==> config.mk <==
export PLATFORM = sky130hd
export DESIGN_NAME = ex_div_ctrl
export DESIGN_NICKNAME = d
export VERILOG_FILES = /design/src/rtl/ex_div_ctrl_pkg.sv /design/src/rtl/ex_div_ctrl.sv
export SDC_FILE = /design/constraint.sdc
export NUM_CORES = 1
export LEC_CHECK = 0
export ABC_AREA = 1
export BUFFER_PORTS_ARGS = -buffer_cell sky130_fd_sc_hd__buf_4
export CAP_MARGIN = 0
export CORE_MARGIN = 4
export CORE_UTILIZATION = 40
export CTS_BUF_LIST = sky130_fd_sc_hd__clkbuf_4 sky130_fd_sc_hd__clkbuf_8
export DETAILED_ROUTE_END_ITERATION = 10
export GPL_ROUTABILITY_DRIVEN = 0
export PLACE_DENSITY = 0.81
export SYNTH_ARGS = -nofsm -noshare
export SYNTH_HDL_FRONTEND = slang
export SYNTH_SLANG_ARGS = --single-unit
==> constraint.sdc <==
create_clock -name clk -period 6 [get_ports clk]
set_input_delay 0.9 -clock clk [delete_from_list [all_inputs] [get_ports clk]]
set_output_delay 0.9 -clock clk [all_outputs]
set_load 0.03 [all_outputs]
==> src/rtl/ex_div_ctrl_pkg.sv <==
// Shared execute-stage defines for the divide path: opcodes, sequencer and
// divider state encodings, and the divider handshake constants.
package ex_div_ctrl_pkg;

    localparam logic [7:0] EXE_DIV_OP  = 8'b00011010;
    localparam logic [7:0] EXE_DIVU_OP = 8'b00011011;

    localparam logic DIV_START     = 1'b1;
    localparam logic DIV_STOP      = 1'b0;
    localparam logic DIV_READY     = 1'b1;
    localparam logic DIV_NOT_READY = 1'b0;
    localparam logic DIV_CANCEL    = 1'b1;
    localparam logic DIV_NO_CANCEL = 1'b0;

    // Sequencer states in EX.
    typedef enum logic [1:0] {
        DIV_IDLE = 2'd0,
        DIV_BUSY = 2'd1,
        DIV_DONE = 2'd2
    } div_state_e;

    // Divider core states, shared with the divider instantiated beside this block.
    typedef enum logic [1:0] {
        DIVR_FREE    = 2'd0,
        DIVR_BY_ZERO = 2'd1,
        DIVR_ON      = 2'd2,
        DIVR_END     = 2'd3
    } divider_state_e;

    function automatic logic is_div_op(input logic [7:0] op);
        return (op == EXE_DIV_OP) || (op == EXE_DIVU_OP);
    endfunction

endpackage

==> src/rtl/ex_div_ctrl.sv <==
// EX-stage divide sequencer: latches operands, drives the divider start/cancel
// handshake, stalls the pipeline while a divide runs and returns HI/LO.
module ex_div_ctrl
    import ex_div_ctrl_pkg::*;
(
    input  logic        clk,
    input  logic        rst,
    input  logic [7:0]  aluop_i,
    input  logic [31:0] reg1_i,
    input  logic [31:0] reg2_i,
    input  logic        flush_i,
    input  logic        stall_i,
    input  logic [63:0] div_result_i,
    input  logic        div_ready_i,
    output logic [31:0] div_opdata1_o,
    output logic [31:0] div_opdata2_o,
    output logic        div_signed_o,
    output logic        div_start_o,
    output logic        div_cancel_o,
    output logic        stallreq_o,
    output logic        whilo_o,
    output logic [31:0] hi_o,
    output logic [31:0] lo_o
);

    div_state_e  state_q, state_d;
    logic        armed_q, armed_d;
    logic        start_q, start_d;
    logic        signed_q, signed_d;
    logic [31:0] op1_q, op1_d;
    logic [31:0] op2_q, op2_d;
    logic [31:0] hi_hold_q, hi_hold_d;
    logic [31:0] lo_hold_q, lo_hold_d;

    // State, handshake and operand/result hold registers.
    always_ff @(posedge clk or posedge rst) begin
        if (rst) begin
            state_q   <= DIV_IDLE;
            armed_q   <= 1'b0;
            start_q   <= DIV_STOP;
            signed_q  <= 1'b0;
            op1_q     <= '0;
            op2_q     <= '0;
            hi_hold_q <= '0;
            lo_hold_q <= '0;
        end else begin
            state_q   <= state_d;
            armed_q   <= armed_d;
            start_q   <= start_d;
            signed_q  <= signed_d;
            op1_q     <= op1_d;
            op2_q     <= op2_d;
            hi_hold_q <= hi_hold_d;
            lo_hold_q <= lo_hold_d;
        end
    end

    // Next-state and combinational outputs. A ready is only honoured once the
    // divider has been seen not-ready during this divide (armed), so a ready
    // left over from the previous divide is never taken as this result.
    always_comb begin
        state_d      = state_q;
        armed_d      = armed_q;
        start_d      = start_q;
        signed_d     = signed_q;
        op1_d        = op1_q;
        op2_d        = op2_q;
        hi_hold_d    = hi_hold_q;
        lo_hold_d    = lo_hold_q;
        stallreq_o   = 1'b0;
        whilo_o      = 1'b0;
        hi_o         = '0;
        lo_o         = '0;
        div_cancel_o = DIV_NO_CANCEL;

        unique case (state_q)
            DIV_IDLE: begin
                start_d = DIV_STOP;
                if (is_div_op(aluop_i) && !flush_i) begin
                    stallreq_o = 1'b1;
                    op1_d      = reg1_i;
                    op2_d      = reg2_i;
                    signed_d   = (aluop_i == EXE_DIV_OP);
                    start_d    = DIV_START;
                    armed_d    = 1'b0;
                    state_d    = DIV_BUSY;
                end
            end
            DIV_BUSY: begin
                stallreq_o = 1'b1;
                if (div_ready_i == DIV_NOT_READY) begin
                    armed_d = 1'b1;
                end
                if (flush_i) begin
                    div_cancel_o = DIV_CANCEL;
                    start_d      = DIV_STOP;
                    state_d      = DIV_IDLE;
                end else if (armed_q && (div_ready_i == DIV_READY)) begin
                    stallreq_o = 1'b0;
                    whilo_o    = 1'b1;
                    hi_o       = div_result_i[63:32];
                    lo_o       = div_result_i[31:0];
                    hi_hold_d  = div_result_i[63:32];
                    lo_hold_d  = div_result_i[31:0];
                    start_d    = DIV_STOP;
                    state_d    = stall_i ? DIV_DONE : DIV_IDLE;
                end
            end
            DIV_DONE: begin
                start_d = DIV_STOP;
                if (flush_i) begin
                    state_d = DIV_IDLE;
                end else begin
                    whilo_o = 1'b1;
                    hi_o    = hi_hold_q;
                    lo_o    = lo_hold_q;
                    if (!stall_i) begin
                        state_d = DIV_IDLE;
                    end
                end
            end
            default: begin
                state_d = DIV_IDLE;
            end
        endcase
    end

    assign div_start_o   = start_q;
    assign div_signed_o  = signed_q;
    assign div_opdata1_o = op1_q;
    assign div_opdata2_o = op2_q;

endmodule

**Word level (Yosys, flattened, before mapping)**

Index checks and enable logic that the tools add are counted.

- Register bits after elaboration: 133
- Latch bits: 0
- RAM bits: 0
- Bits in read-only memories: 0
- Input bits: 141
- Output and inout bits: 133
- Logic and storage cells: 60
- Memories kept: 0

- Add/sub/neg operators: 0
- Multiply operators: 0
- Div/mod/pow operators: 0
- Magnitude comparators: 0
- Equality and inequality tests: 8
- Shifts and indexed selects: 0
- Muxes and demuxes: 31
- Bitwise operators: 1
- Reductions and logical operators: 12

Operators with widths:

| kind | count |
|---|---|
| $mux W32 | 6 |
| $pmux W32 S2 | 2 |
| $eq A8 B5 Y1 const B | 2 |
| $mux W1 | 12 |
| $mux W2 | 6 |
| $reduce_and A3 Y1 | 3 |
| $ne A3 B3 Y1 const B | 2 |
| $pmux W1 S2 | 3 |
| $pmux W2 S3 | 1 |
| $ne A2 B2 Y1 const B | 2 |
| $reduce_and A2 Y1 | 2 |
| $pmux W1 S3 | 1 |
| $reduce_bool A3 Y1 | 1 |
| $eq A2 B1 Y1 const B | 1 |
| $eq A2 B2 Y1 const B | 1 |
| $logic_and A1 B1 Y1 | 2 |
| $logic_not A2 Y1 | 1 |
| $reduce_bool A2 Y1 | 1 |
| $logic_not A1 Y1 | 1 |
| $logic_or A1 B1 Y1 | 1 |
| $not A1 Y1 | 1 |

**Logic depth before layout (Yosys ltp)**

Gate-level depths: netlist (run 1).

- Depth in word-level cells: 5
- Mapped depth: 11
- Depth with buffers taken out: 9

**Least setup slack after synthesis (run 1)**

OpenSTA, ideal clock, no wires.

- Path type: input-to-output
- Start: input flush_i
- End: output hi_o[10]
- Data arrival time: 1.983 ns
- Data required time: 5.100 ns
- Slack: 3.117 ns
- Stages on the path: 6
- Buffers on the path: 1
- Cells stage by stage: inv_2 nand2_1 inv_2 clkbuf_1 nand2_1 a21oi_1

- Longest elaborated chain between the ends: 2
- Elaborated cells on any way between the ends: 3
- Classes of those cells: mux (3)

Ends and longest elaborated chain:

| item | RTL line | text |
|---|---|---|
| start, declared | ex_div_ctrl.sv:11 | `input logic flush_i,` |
| $mux W32 (on tied branches) | ex_div_ctrl.sv:111, ex_div_ctrl.sv:94 |  |
| $pmux W32 S2 * | ex_div_ctrl.sv:76 | `unique case (state_q)` |
| end, declared | ex_div_ctrl.sv:22 | `output logic [31:0] hi_o,` |

Mark *: on every way between the ends. The rest lies on a longest branch, timed or not.

**Worst setup path in the final report (run 1)**

- Start: register state_q[1]
- End: output whilo_o

- Longest elaborated chain between the ends: 2
- Elaborated cells on any way between the ends: 3
- Classes of those cells: eq/ne (2); mux (1)

Ends and longest elaborated chain:

| item | RTL line | text |
|---|---|---|
| start, declared | ex_div_ctrl.sv:26 | `div_state_e state_q, state_d;` |
| start signal, assigned | ex_div_ctrl.sv:47 | `state_q <= state_d;` |
| $eq A2 B2 Y1 or $eq A2 B1 Y1 (tied branches) | ex_div_ctrl.sv:76 |  |
| $pmux W1 S2 * | ex_div_ctrl.sv:76 |  |
| end, declared | ex_div_ctrl.sv:21 | `output logic whilo_o,` |

Marks and branches as above.

==> impl_metrics.py, run 1 <==
metrics = {
    "worst_setup_path": {
        "path_cells": "inv_1 -> ha_1 -> inv_2 -> nor2_4 -> inv_2 -> nor2_4 -> inv_2 -> a21oi_1 -> buf_4",
        "cp_slowest_cell": "nor2_4",
        "crit_family": "buffers and inverters",
        "critPathCaptureType": "primary output",
        "start_kind": "register",
        "crit_top_cell": "inv_2",
        "critical_path_required_ns": 5.10,
        "setup.reg_to_reg.worst_slack_ns": 3.11,
        "path_class": "register to primary output",
        "cp_slowest_stage_delay_ns": 0.78,
        "cp.arrival_ns": 3.39,
        "crit_buf_inv": 5,
        "crit_fanout": 65,
    },
    "sta": {
        "finalSetupViolCount": 0,
        "setup_tns_ns": 0,
        "drv_slew": 0,
        "hold_viol": 0,
        "period_share_pct": 71.6,
        "rsz0062_at_grt": "false",
        "timing.hold.ws_ns": 0.473,
        "relSlewSlack_pct": 25.0,
        "fmax_ghz": 0.233,
        "fin_crit_ns": 4.29,
        "worst_slew_pin_slew_ns": 1.13,
        "clock_skew_ns": 0.00719,
    },
    "final_layout": {
        "fin_util_pct": 57.9,
        "antenna_cells": 0,
        "finalNetCount": 1146,
        "layout.cells.non_filler": 1198,
        "final_cell_area_um2": 8450,
        "areaGrowthSynthToFinish_pct": 41.8,
        "fill_cells": 1372,
        "drive_gt1_share_pct": 32.6,
    },
    "yosys": {
        "seq_area_frac_synth_pct": 55.9,
        "avgSynthCellArea_um2": 7.98,
        "synthCells": 747,
        "yosysTopAreaCell": "dfrtp_1",
        "syn_nets": 892,
        "ys_ff_latch": 133,
        "synth_top_area_share_pct": 55.9,
        "synth_area_leaders": "dfrtp_1 56%, nand2_1 29%, a21oi_1 5.6%",
        "syn_area_um2": 5960,
        "synth_cell_types": 20,
        "yosys_warnings": 0,
    },
    "floorplan": {
        "initial_core_util_pct": 40.8,
        "dieArea_um2": 16900,
        "die_w_um": 130,
        "die_y_um": 130,
        "ios": 274,
        "row_count": 44,
        "core-area_um2": 14600,
    },
    "routing": {
        "drcViolationCount": 0,
        "vias": 5692,
        "routed_wl_mm": 16.8,
        "detail-route-antenna-nets": 0,
        "avgViaCountPerCell": 4.75,
        "firstDrtPassIters": 4,
        "drt_iter0_drc": 263,
        "wl_per_cell_um": 14.1,
    },
    "clock_tree": {
        "cts-root-buf": "clkbuf_8",
        "cts_tree": "yes",
        "cts.hold.buffers_added": 0,
        "cts.clk_slew.worst_paths_ns": 0.08,
        "cts_htree_levels": 4,
        "cts.sinks": 133,
        "cts_setup_buffers": 0,
        "numCtsBuffers": 17,
        "cts_max_path_buffers": 2,
        "clock_latency_ns": 0.43,
        "cts_resized": 0,
    },
    "job": {
        "drv_cap": 0,
    },
    "power_and_ir_drop": {
        "irDropWorstVdd_v": 0.000207,
        "leakage_nw": 4.76,
        "powerDensity_nw_per_um2": 381,
    },
    "global_routing": {
        "grt.total_usage_pct": 19.7,
        "grt_pass1_vias": 5446,
        "antenna_found_initial": 0,
        "grt_pass1_wl_mm": 26.2,
        "grt_remaining_overflow": 0,
        "grt_start_max_net_pins": 87,
    },
    "place": {
        "port-buffer-count": 273,
        "dp_hpwl_mm": 11.9,
        "dpl-instance-area_um2": 7980,
        "dp_cells": 1166,
    },
    "worst_hold_path": {
        "min_path_type": "register to register",
    },
    "run_status": {
        "status": "completed",
    },
}
==> metal layers <==
layer | up-vias | track usage (%) | routed length [um]
li1 | 2797 | - | -
met1 | 2631 | 24.4 | 6730
met2 | 246 | 31.4 | 8010
met3 | 18 | 8.02 | 1850
met4 | 0 | 6.36 | 250
met5 | - | 0 | 0
==> area by class of cell <==
class                   count  area, um2  share of cell area, %
clock inverters            11        198                   2.34
well taps                 184        230                   2.72
flip-flops and latches    133       3330                   39.4
repair buffers            276       2070                   24.5
multi-input cells         557       2280                   27.0
clock buffers              21        277                   3.27
inverters                  16       65.1                  0.770
==> report_power, final <==
part           internal (W)  total, W  leakage (nW)  switching [W]
sequential          0.00115   0.00128          1.75       0.000133
combinational      0.000349   0.00106          2.77       0.000714
clock              0.000529  0.000877         0.237       0.000348
total               0.00202   0.00322          4.76        0.00119
==> stage by stage <==
stage,setup slack (ns),total power [W]
2_1_floorplan,1.55,0.00201
3_3_place_gp,1.84,0.00234
3_5_place_dp,1.83,0.00237
4_1_cts,1.63,0.00327
5_1_grt,1.33,0.00344
6_report,1.71,0.00322
==> cells by family after synthesis <==
family / count (synthesis) / share of synthesized area [%]
AO/OA/AOI/OAI: 69 / 5.80
adder cells (fa/ha/maj): 4 / 0.840
buffers and inverters: 57 / 5.88
flip-flops: 133 / 55.9
AND/OR/NAND/NOR: 484 / 31.6
==> tightest hold or removal path, stage by stage, from the launching register on <==
cell and delay, ns:
dfrtp_1 0.34, nand2_1 0.05, nand2_1 0.05
==> placed cells by master (no fill, tap or decap) <==
master	count
a21oi_1	67
buf_4	276
bufinv_16	5
clkbuf_4	2
clkbuf_8	19
clkinv_2	1
clkinv_4	3
clkinvlp_4	1
dfrtp_1	133
ha_1	4
inv_1	8
inv_2	7
inv_6	2
nand2_1	460
nand2_2	11
nand2b_1	1
nand3_1	2
nand3_2	1
nand4_1	1
nor2_1	4
nor2_4	3
nor3b_1	1
o21ai_0	2
==> worst paths after layout <==
kind,start,end,cells past startpoint
setup / recovery,state_q[1]$_DFFE_PP0P_,whilo_o,9
hold / removal,hi_hold_q[2]$_DFFE_PP0P_,hi_hold_q[2]$_DFFE_PP0P_,2
setup reg to reg,state_q[1]$_DFFE_PP0P_,lo_hold_q[25]$_DFFE_PP0P_,9
hold reg to reg,hi_hold_q[2]$_DFFE_PP0P_,hi_hold_q[2]$_DFFE_PP0P_,2
max in group asynchronous,rst,hi_hold_q[12]$_DFFE_PP0P_,3
min in group asynchronous,rst,hi_hold_q[10]$_DFFE_PP0P_,2
==> cell usage after synthesis <==
cell type / instances
nor2_1: 4
nand4_1: 1
clkbuf_1: 9
buf_2: 10
nand3_1: 2
a21oi_1: 67
inv_2: 5
nand2_2: 11
buf_6: 14
nand3_2: 1
o21ai_0: 2
nand2b_1: 1
buf_4: 5
nand2_1: 460
buf_1: 3
nor3b_1: 1
inv_1: 11
dfrtp_1: 133
nor2_4: 3
ha_1: 4
==> state kept, by name, summed over array words and instances, names as in the netlist <==
register and cells:
div_opdata1_o 32, div_opdata2_o 32, hi_hold_q 32, lo_hold_q 32, state_q 2, armed_q 1, div_signed_o 1, div_start_o 1
(Power assumes the default switching activity.)
==> inputs of run 2 (changes only) <==
==> constraint.sdc (replaced) <==
create_clock -name clk -period 4.1 [get_ports clk]
set_input_delay 0.615 -clock clk [delete_from_list [all_inputs] [get_ports clk]]
set_output_delay 0.615 -clock clk [all_outputs]
set_load 0.03 [all_outputs]
==> run 2 against run 1 <==
  * Worst hold slack worse by 0.17 ns
  * Wire length grew 0.18%
  * Sequential cell count stayed put
  * Register-to-register slack worse by 1.6 ns
  * First-iteration DRC count increased by 11%
  * Sequential power grew 47%
  * Utilization up 0.060 points
  * Combinational power increased by 51%
  * Critical endpoint is now hi_o[25]
==> impl_metrics.py, run 2 (synthesis gave the netlist of run 1 again) <==
metrics = {
    "run_status": {
        "status": "completed",
    },
    "routing": {
        "wl_per_cell_um": 14.0,
        "detail-route-antenna-nets": 0,
        "avgViaCountPerCell": 4.64,
        "vias": 5604,
        "firstDrtPassIters": 4,
        "routed_wl_mm": 16.9,
        "drt_iter0_drc": 292,
        "drcViolationCount": 0,
    },
    "final_layout": {
        "multi_input_area_um2": 2280,
        "areaGrowthSynthToFinish_pct": 42.0,
        "antenna_cells": 0,
        "final_cell_area_um2": 8460,
        "final_cell_mix": "460 x nand2_1, 284 x buf_4, 133 x dfrtp_1",
        "fill_cells": 1287,
        "seqCellArea_um2": 3330,
        "finalNetCount": 1155,
        "fin_util_pct": 58.0,
        "final_common_cell": "nand2_1",
        "drive_gt1_share_pct": 33.2,
    },
    "job": {
        "drv_cap": 0,
    },
    "floorplan": {
        "die_y_um": 130,
        "row_count": 44,
        "core-area_um2": 14600,
        "initial_core_util_pct": 40.8,
        "dieArea_um2": 16900,
        "die_w_um": 130,
        "ios": 274,
    },
    "power_and_ir_drop": {
        "p_seq_share_pct": 41.0,
        "power.share.combinational_pct": 34.9,
        "p_int_w": 0.00283,
        "p_switching_w": 0.00175,
        "irDropWorstVdd_v": 0.000249,
        "powerDensity_nw_per_um2": 541,
        "leakage_nw": 4.77,
        "finalPower_w": 0.00458,
        "power.share.switching_pct": 38.2,
        "clock_power_share_pct": 24.2,
    },
    "worst_setup_path": {
        "setup.reg_to_reg.worst_slack_ns": 1.54,
        "critical_path_required_ns": 3.48,
        "cp_slowest_stage_delay_ns": 0.53,
        "cp_slowest_cell": "nor2_4",
        "cp.arrival_ns": 2.75,
        "path_cells": "inv_1 -> ha_1 -> inv_2 -> nor2_4 -> inv_2 -> nor2_4 -> buf_4 -> nand2_1 -> a21oi_1 -> buf_4",
        "critPathCaptureType": "primary output",
        "start_kind": "register",
        "path_class": "register to primary output",
        "crit_fanout": 29,
    },
    "clock_tree": {
        "cts_max_path_buffers": 2,
        "numCtsBuffers": 17,
        "cts.hold.buffers_added": 0,
        "cts_tree": "yes",
        "cts_setup_buffers": 0,
        "cts-root-buf": "clkbuf_8",
        "cts_resized": 0,
        "cts.sinks": 133,
        "cts_htree_levels": 4,
        "cts.clk_slew.worst_paths_ns": 0.07,
        "clock_latency_ns": 0.43,
    },
    "sta": {
        "drv_slew": 0,
        "clock_skew_ns": 0.0113,
        "finalSetupViolCount": 0,
        "rsz0062_at_grt": "false",
        "relSlewSlack_pct": 45.7,
        "worst_slew_pin_slew_ns": 0.814,
        "fin_crit_ns": 3.37,
        "setup_tns_ns": 0,
        "period_share_pct": 82.1,
        "hold_viol": 0,
        "fmax_ghz": 0.297,
    },
    "place": {
        "port-buffer-count": 273,
        "dpl-instance-area_um2": 8050,
        "dp_hpwl_mm": 12.0,
    },
    "global_routing": {
        "grt_remaining_overflow": 0,
        "grt_start_max_net_pins": 134,
        "grt_pass1_vias": 5430,
        "antenna_found_initial": 0,
        "grt_pass1_wl_mm": 26.4,
        "grt.total_usage_pct": 19.7,
    },
    "worst_hold_path": {
        "min_path_type": "input port to asynchronous set/reset pin",
    },
}
## run 2: critical path: cells and delay by family (launching register included)
family	cells	cell delay [ns]
buffers and inverters	5	0.79
AO/OA/AOI/OAI	1	0.16
AND/OR/NAND/NOR	3	0.75
flip-flops	1	0.42
adder cells (fa/ha/maj)	1	0.20
## run 2: layout make-up
| cell class | instances | area share (%) |
|---|---|---|
| clock buffers | 24 | 3.61 |
| clock inverters | 8 | 1.17 |
| inverters | 16 | 0.754 |
| multi-input cells | 557 | 27.0 |
| flip-flops and latches | 133 | 39.3 |
| well taps | 184 | 2.72 |
| repair buffers | 285 | 25.4 |
## run 2: path summary, 6_finish.rpt
kind / from / end / cells after the start
min: rst / hi_hold_q[16]$_DFFE_PP0P_ / 3
min in group clk: reg1_i[13] / div_opdata1_o[13]$_DFFE_PP0P_ / 3
max reg2reg: state_q[1]$_DFFE_PP0P_ / hi_hold_q[19]$_DFFE_PP0P_ / 11
max in group asynchronous: rst / state_q[0]$_DFFE_PP0P_ / 3
min reg2reg: hi_hold_q[2]$_DFFE_PP0P_ / hi_hold_q[2]$_DFFE_PP0P_ / 2
max: state_q[1]$_DFFE_PP0P_ / hi_o[25] / 10
## run 2: routing by layer
metal / wire [um] / track usage [%] / part of all wire (%) / vias to the layer above
li1: - / - / - / 2814
met3: 1940 / 7.33 / 12 / 28
met2: 7580 / 30.8 / 45 / 269
met1: 6950 / 25.1 / 41 / 2493
met5: 0 / 0 / 0 / -
met4: 398 / 7.52 / 2.4 / 0
## run 2: metrics by stage
step,setup slack [ns],hold WS [ns],instances
final,0.733,0.300,1207
after global placement,1.21,0.453,1175
after floorplan,1.72,0.442,747
after CTS,0.660,0.328,1207
after global routing,0.434,0.340,1207
after detailed placement,1.16,0.459,1175
## run 2: power by group through the flow
stage	logic, W	clock network [W]	registers (W)
floorplan	0.000946	0	0.00199
global placement	0.00160	0	0.00187
detailed placement	0.00162	0	0.00189
CTS	0.00162	0.00114	0.00187
global route	0.00177	0.00120	0.00192
finish	0.00160	0.00111	0.00188
==> inputs of run 3 (changes only) <==
--- a/config.mk
+++ b/config.mk
@@ -5,7 +5,7 @@
 export SDC_FILE = /design/constraint.sdc
 export NUM_CORES = 1
 export LEC_CHECK = 0
-export ABC_AREA = 1
+export ABC_AREA = 0
 export BUFFER_PORTS_ARGS = -buffer_cell sky130_fd_sc_hd__buf_4
 export CAP_MARGIN = 0
 export CORE_MARGIN = 4
@@ -13,7 +13,7 @@
 export CTS_BUF_LIST = sky130_fd_sc_hd__clkbuf_4 sky130_fd_sc_hd__clkbuf_8
 export DETAILED_ROUTE_END_ITERATION = 10
 export GPL_ROUTABILITY_DRIVEN = 0
-export PLACE_DENSITY = 0.81
+export PLACE_DENSITY = 0.84
 export SYNTH_ARGS = -nofsm -noshare
 export SYNTH_HDL_FRONTEND = slang
 export SYNTH_SLANG_ARGS = --single-unit
==> constraint.sdc (replaced) <==
create_clock -name clk -period 2.7 [get_ports clk]
set_input_delay 0.405 -clock clk [delete_from_list [all_inputs] [get_ports clk]]
set_output_delay 0.405 -clock clk [all_outputs]
set_load 0.03 [all_outputs]
==> run 3 against run 2 <==
  * Via count down 7.6%
  * Clock power up 56%
  * Sequential share of layout area down 2.6 points
  * Global-route usage down 0.69 points
  * Final area up 7.0%
  * Combinational power down 46%
  * Worst hold slack worse by 0.22 ns
  * Register-to-register slack worse by 0.93 ns
  * Utilization up 3.8 points
  * Area after synthesis up 1.3%
  * Non-clock buffer count up 13
  * Critical endpoint is now lo_o[7]
  * Largest power group unchanged
  * Highest routed layer unchanged
==> impl_metrics.py, run 3 <==
metrics = {
    "clock_tree": {
        "numCtsBuffers": 17,
        "cts.sinks": 133,
        "cts-root-buf": "clkbuf_8",
        "cts_tree": "yes",
        "cts_htree_levels": 4,
        "clock_latency_ns": 0.42,
        "cts_max_path_buffers": 2,
        "cts.clk_slew.worst_paths_ns": 0.08,
        "cts.hold.buffers_added": 0,
    },
    "place": {
        "dpl-instance-area_um2": 8290,
        "dp_hpwl_mm": 12.3,
        "dp_slack_ns": 0.380,
        "port-buffer-count": 273,
    },
    "yosys": {
        "synthCells": 586,
        "yosysMostFrequentCell": "nand2_1",
        "synth_area_leaders": "dfrtp_1 55%, nand2_1 16%, a21boi_0 8.0%",
        "syn_area_um2": 6030,
        "synth_cell_types": 25,
        "avgSynthCellArea_um2": 10.3,
        "ys_ff_latch": 133,
        "synthFlopType": "dfrtp_1",
        "synth_async_sr_flop_share_pct": 100,
        "seq_area_frac_synth_pct": 55.2,
        "yosys_warnings": 0,
        "synth_top_area_share_pct": 55.2,
        "synth_edf_count": 0,
        "yosysTopAreaCell": "dfrtp_1",
        "syn_nets": 731,
        "yosys-top-cells-count": "261 x nand2_1, 133 x dfrtp_1, 64 x a21boi_0",
    },
    "final_layout": {
        "antenna_cells": 0,
        "final_cell_mix": "278 x buf_4, 257 x nand2_1, 133 x dfrtp_1",
        "areaGrowthSynthToFinish_pct": 50.0,
        "final_cell_area_um2": 9050,
        "final_common_cell": "buf_4",
        "finalNetCount": 1014,
        "drive_gt1_share_pct": 48.1,
    },
    "global_routing": {
        "grt_remaining_overflow": 0,
        "grt_start_max_net_pins": 68,
        "grt_pass1_wl_mm": 25.7,
        "grt.total_usage_pct": 19.0,
        "antenna_found_initial": 0,
        "grt_pass1_vias": 5066,
    },
    "routing": {
        "wl_met2_mm": 9.08,
        "detail-route-antenna-nets": 0,
        "drt_iter0_drc": 210,
        "drcViolationCount": 0,
        "wl_met1_mm": 6.78,
        "wl_per_cell_um": 16.6,
        "dr_wl_met3_mm": 1.58,
        "routed_wl_mm": 17.7,
        "highest_layer": "met4",
        "firstDrtPassIters": 6,
        "avgViaCountPerCell": 4.86,
        "vias": 5176,
    },
    "worst_setup_path": {
        "start_kind": "register",
        "crit_family": "buffers and inverters",
        "crit_buf_inv": 4,
        "critPathCaptureType": "primary output",
        "cp.arrival_ns": 2.19,
        "path_cells": "inv_2 -> ha_4 -> and2b_2 -> and3_4 -> buf_12 -> clkbuf_16 -> nand2_1 -> a21boi_2 -> buf_4",
        "cp_slowest_cell": "dfrtp_1",
        "cp_slowest_stage_delay_ns": 0.41,
        "critical_path_required_ns": 2.30,
        "crit_fanout": 8,
        "path_class": "register to primary output",
    },
    "run_status": {
        "status": "completed",
    },
    "power_and_ir_drop": {
        "irDropWorstVdd_v": 0.000407,
        "powerDensity_nw_per_um2": 522,
        "finalPower_w": 0.00472,
        "leakage_nw": 4.80,
    },
    "sta": {
        "fin_crit_ns": 2.59,
        "timing.hold.ws_ns": 0.0755,
        "clock_skew_ns": 0.00655,
        "relSlewSlack_pct": 44.7,
        "period_share_pct": 96.1,
        "drv_slew": 0,
        "fmax_ghz": 0.385,
        "worst_slack_ns": 0.106,
        "hold_viol": 0,
        "finalSetupViolCount": 0,
        "worst_slew_pin_slew_ns": 0.830,
        "setup_tns_ns": 0,
    },
    "floorplan": {
        "ios": 274,
        "core-area_um2": 14600,
        "row_count": 44,
        "die_y_um": 131,
        "die_w_um": 131,
        "initial_core_util_pct": 41.2,
        "dieArea_um2": 17100,
    },
    "job": {
        "drv_cap": 0,
    },
    "worst_hold_path": {
        "min_path_type": "input port to asynchronous set/reset pin",
    },
}
## run 3: cell types whose count changed in the layout (fill, tap and decap cells not counted), sizes merged, moves of 2 or more
cell | previous run | this run
nand2 | 471 | 261
mux2 | 0 | 65
a21boi | 0 | 64
a21oi | 67 | 4
inv | 15 | 5
buf | 285 | 293
nor2 | 7 | 1
clkinv | 4 | 7
clkbuf | 24 | 22
mux2i | 0 | 2
o21a | 0 | 2
## run 3: final timing paths
check                                           from                             to  slack [ns]  cells past startpoint
min in group clk                          aluop_i[0]       div_signed_o$_DFFE_PP0P_        0.17                      2
max in group asynchronous                        rst      hi_hold_q[14]$_DFFE_PP0P_        1.86                      3
hold reg to reg            hi_hold_q[23]$_DFFE_PP0P_      hi_hold_q[23]$_DFFE_PP0P_        0.48                      2
hold / removal                                   rst  div_opdata1_o[23]$_DFFE_PP0P_        0.08                      3
setup / recovery              state_q[1]$_DFFE_PP0P_                        lo_o[7]        0.11                      9
setup reg to reg              state_q[1]$_DFFE_PP0P_  div_opdata1_o[25]$_DFFE_PP0P_        0.61                      6
## run 3: where the power goes
| group | total [W] | leakage [nW] | internal (W) | switching, W |
|---|---|---|---|---|
| clock | 0.00173 | 0.202 | 0.000919 | 0.000807 |
| combinational | 0.000872 | 2.76 | 0.000437 | 0.000435 |
| sequential | 0.00212 | 1.84 | 0.00208 | 0.0000477 |
| total | 0.00472 | 4.80 | 0.00343 | 0.00129 |
## run 3: what timing repair did
item	4_1_cts	5_1_grt
pin swaps	1	5
resized for setup	20	48
endpoints found under the setup margin	64	59
buffers inserted	0	7
cloned	1	6
## run 3: cells by family after synthesis
| kind of cell | after synthesis | share of synthesized area (%) |
|---|---|---|
| mux | 67 | 14.1 |
| simple gates | 270 | 17.6 |
| fa+ha+maj | 4 | 0.830 |
| flops | 133 | 55.2 |
| buf+inv | 38 | 3.34 |
| compound gates | 74 | 8.94 |
## run 3: routing by layer
layer / vias to the layer above / GRT usage, %
met3: 24 / 6.67
met4: 0 / 5.57
li1: 2465 / -
met1: 2489 / 22.8
met5: - / 0
met2: 198 / 32.5
## run 3: cell type report
type                            count  area, um2
Tap cell                          184        230
Timing Repair Buffer              298       2450
Sequential cell                   133       3330
Clock buffer                       17        234
Clock inverter                     15        180
Multi-Input combinational cell    415       2610
Fill cell                        1213       5600
Inverter                            4       18.8
## run 3: worst register-to-register path, cell delays in order, from the launching register on
cell and delay (ns):
dfrtp_1 0.39, inv_2 0.07, buf_4 0.14, ha_2 0.21, nand3_4 0.21, buf_4 0.55
mux2_2 0.43
## run 3: metrics by stage
stage                     cells  utilization (%)
after floorplan             586                -
after global placement     1020             56.6
after detailed placement   1020             56.6
after CTS                  1053             59.8
after global routing       1066             61.8
final                      1066             61.8
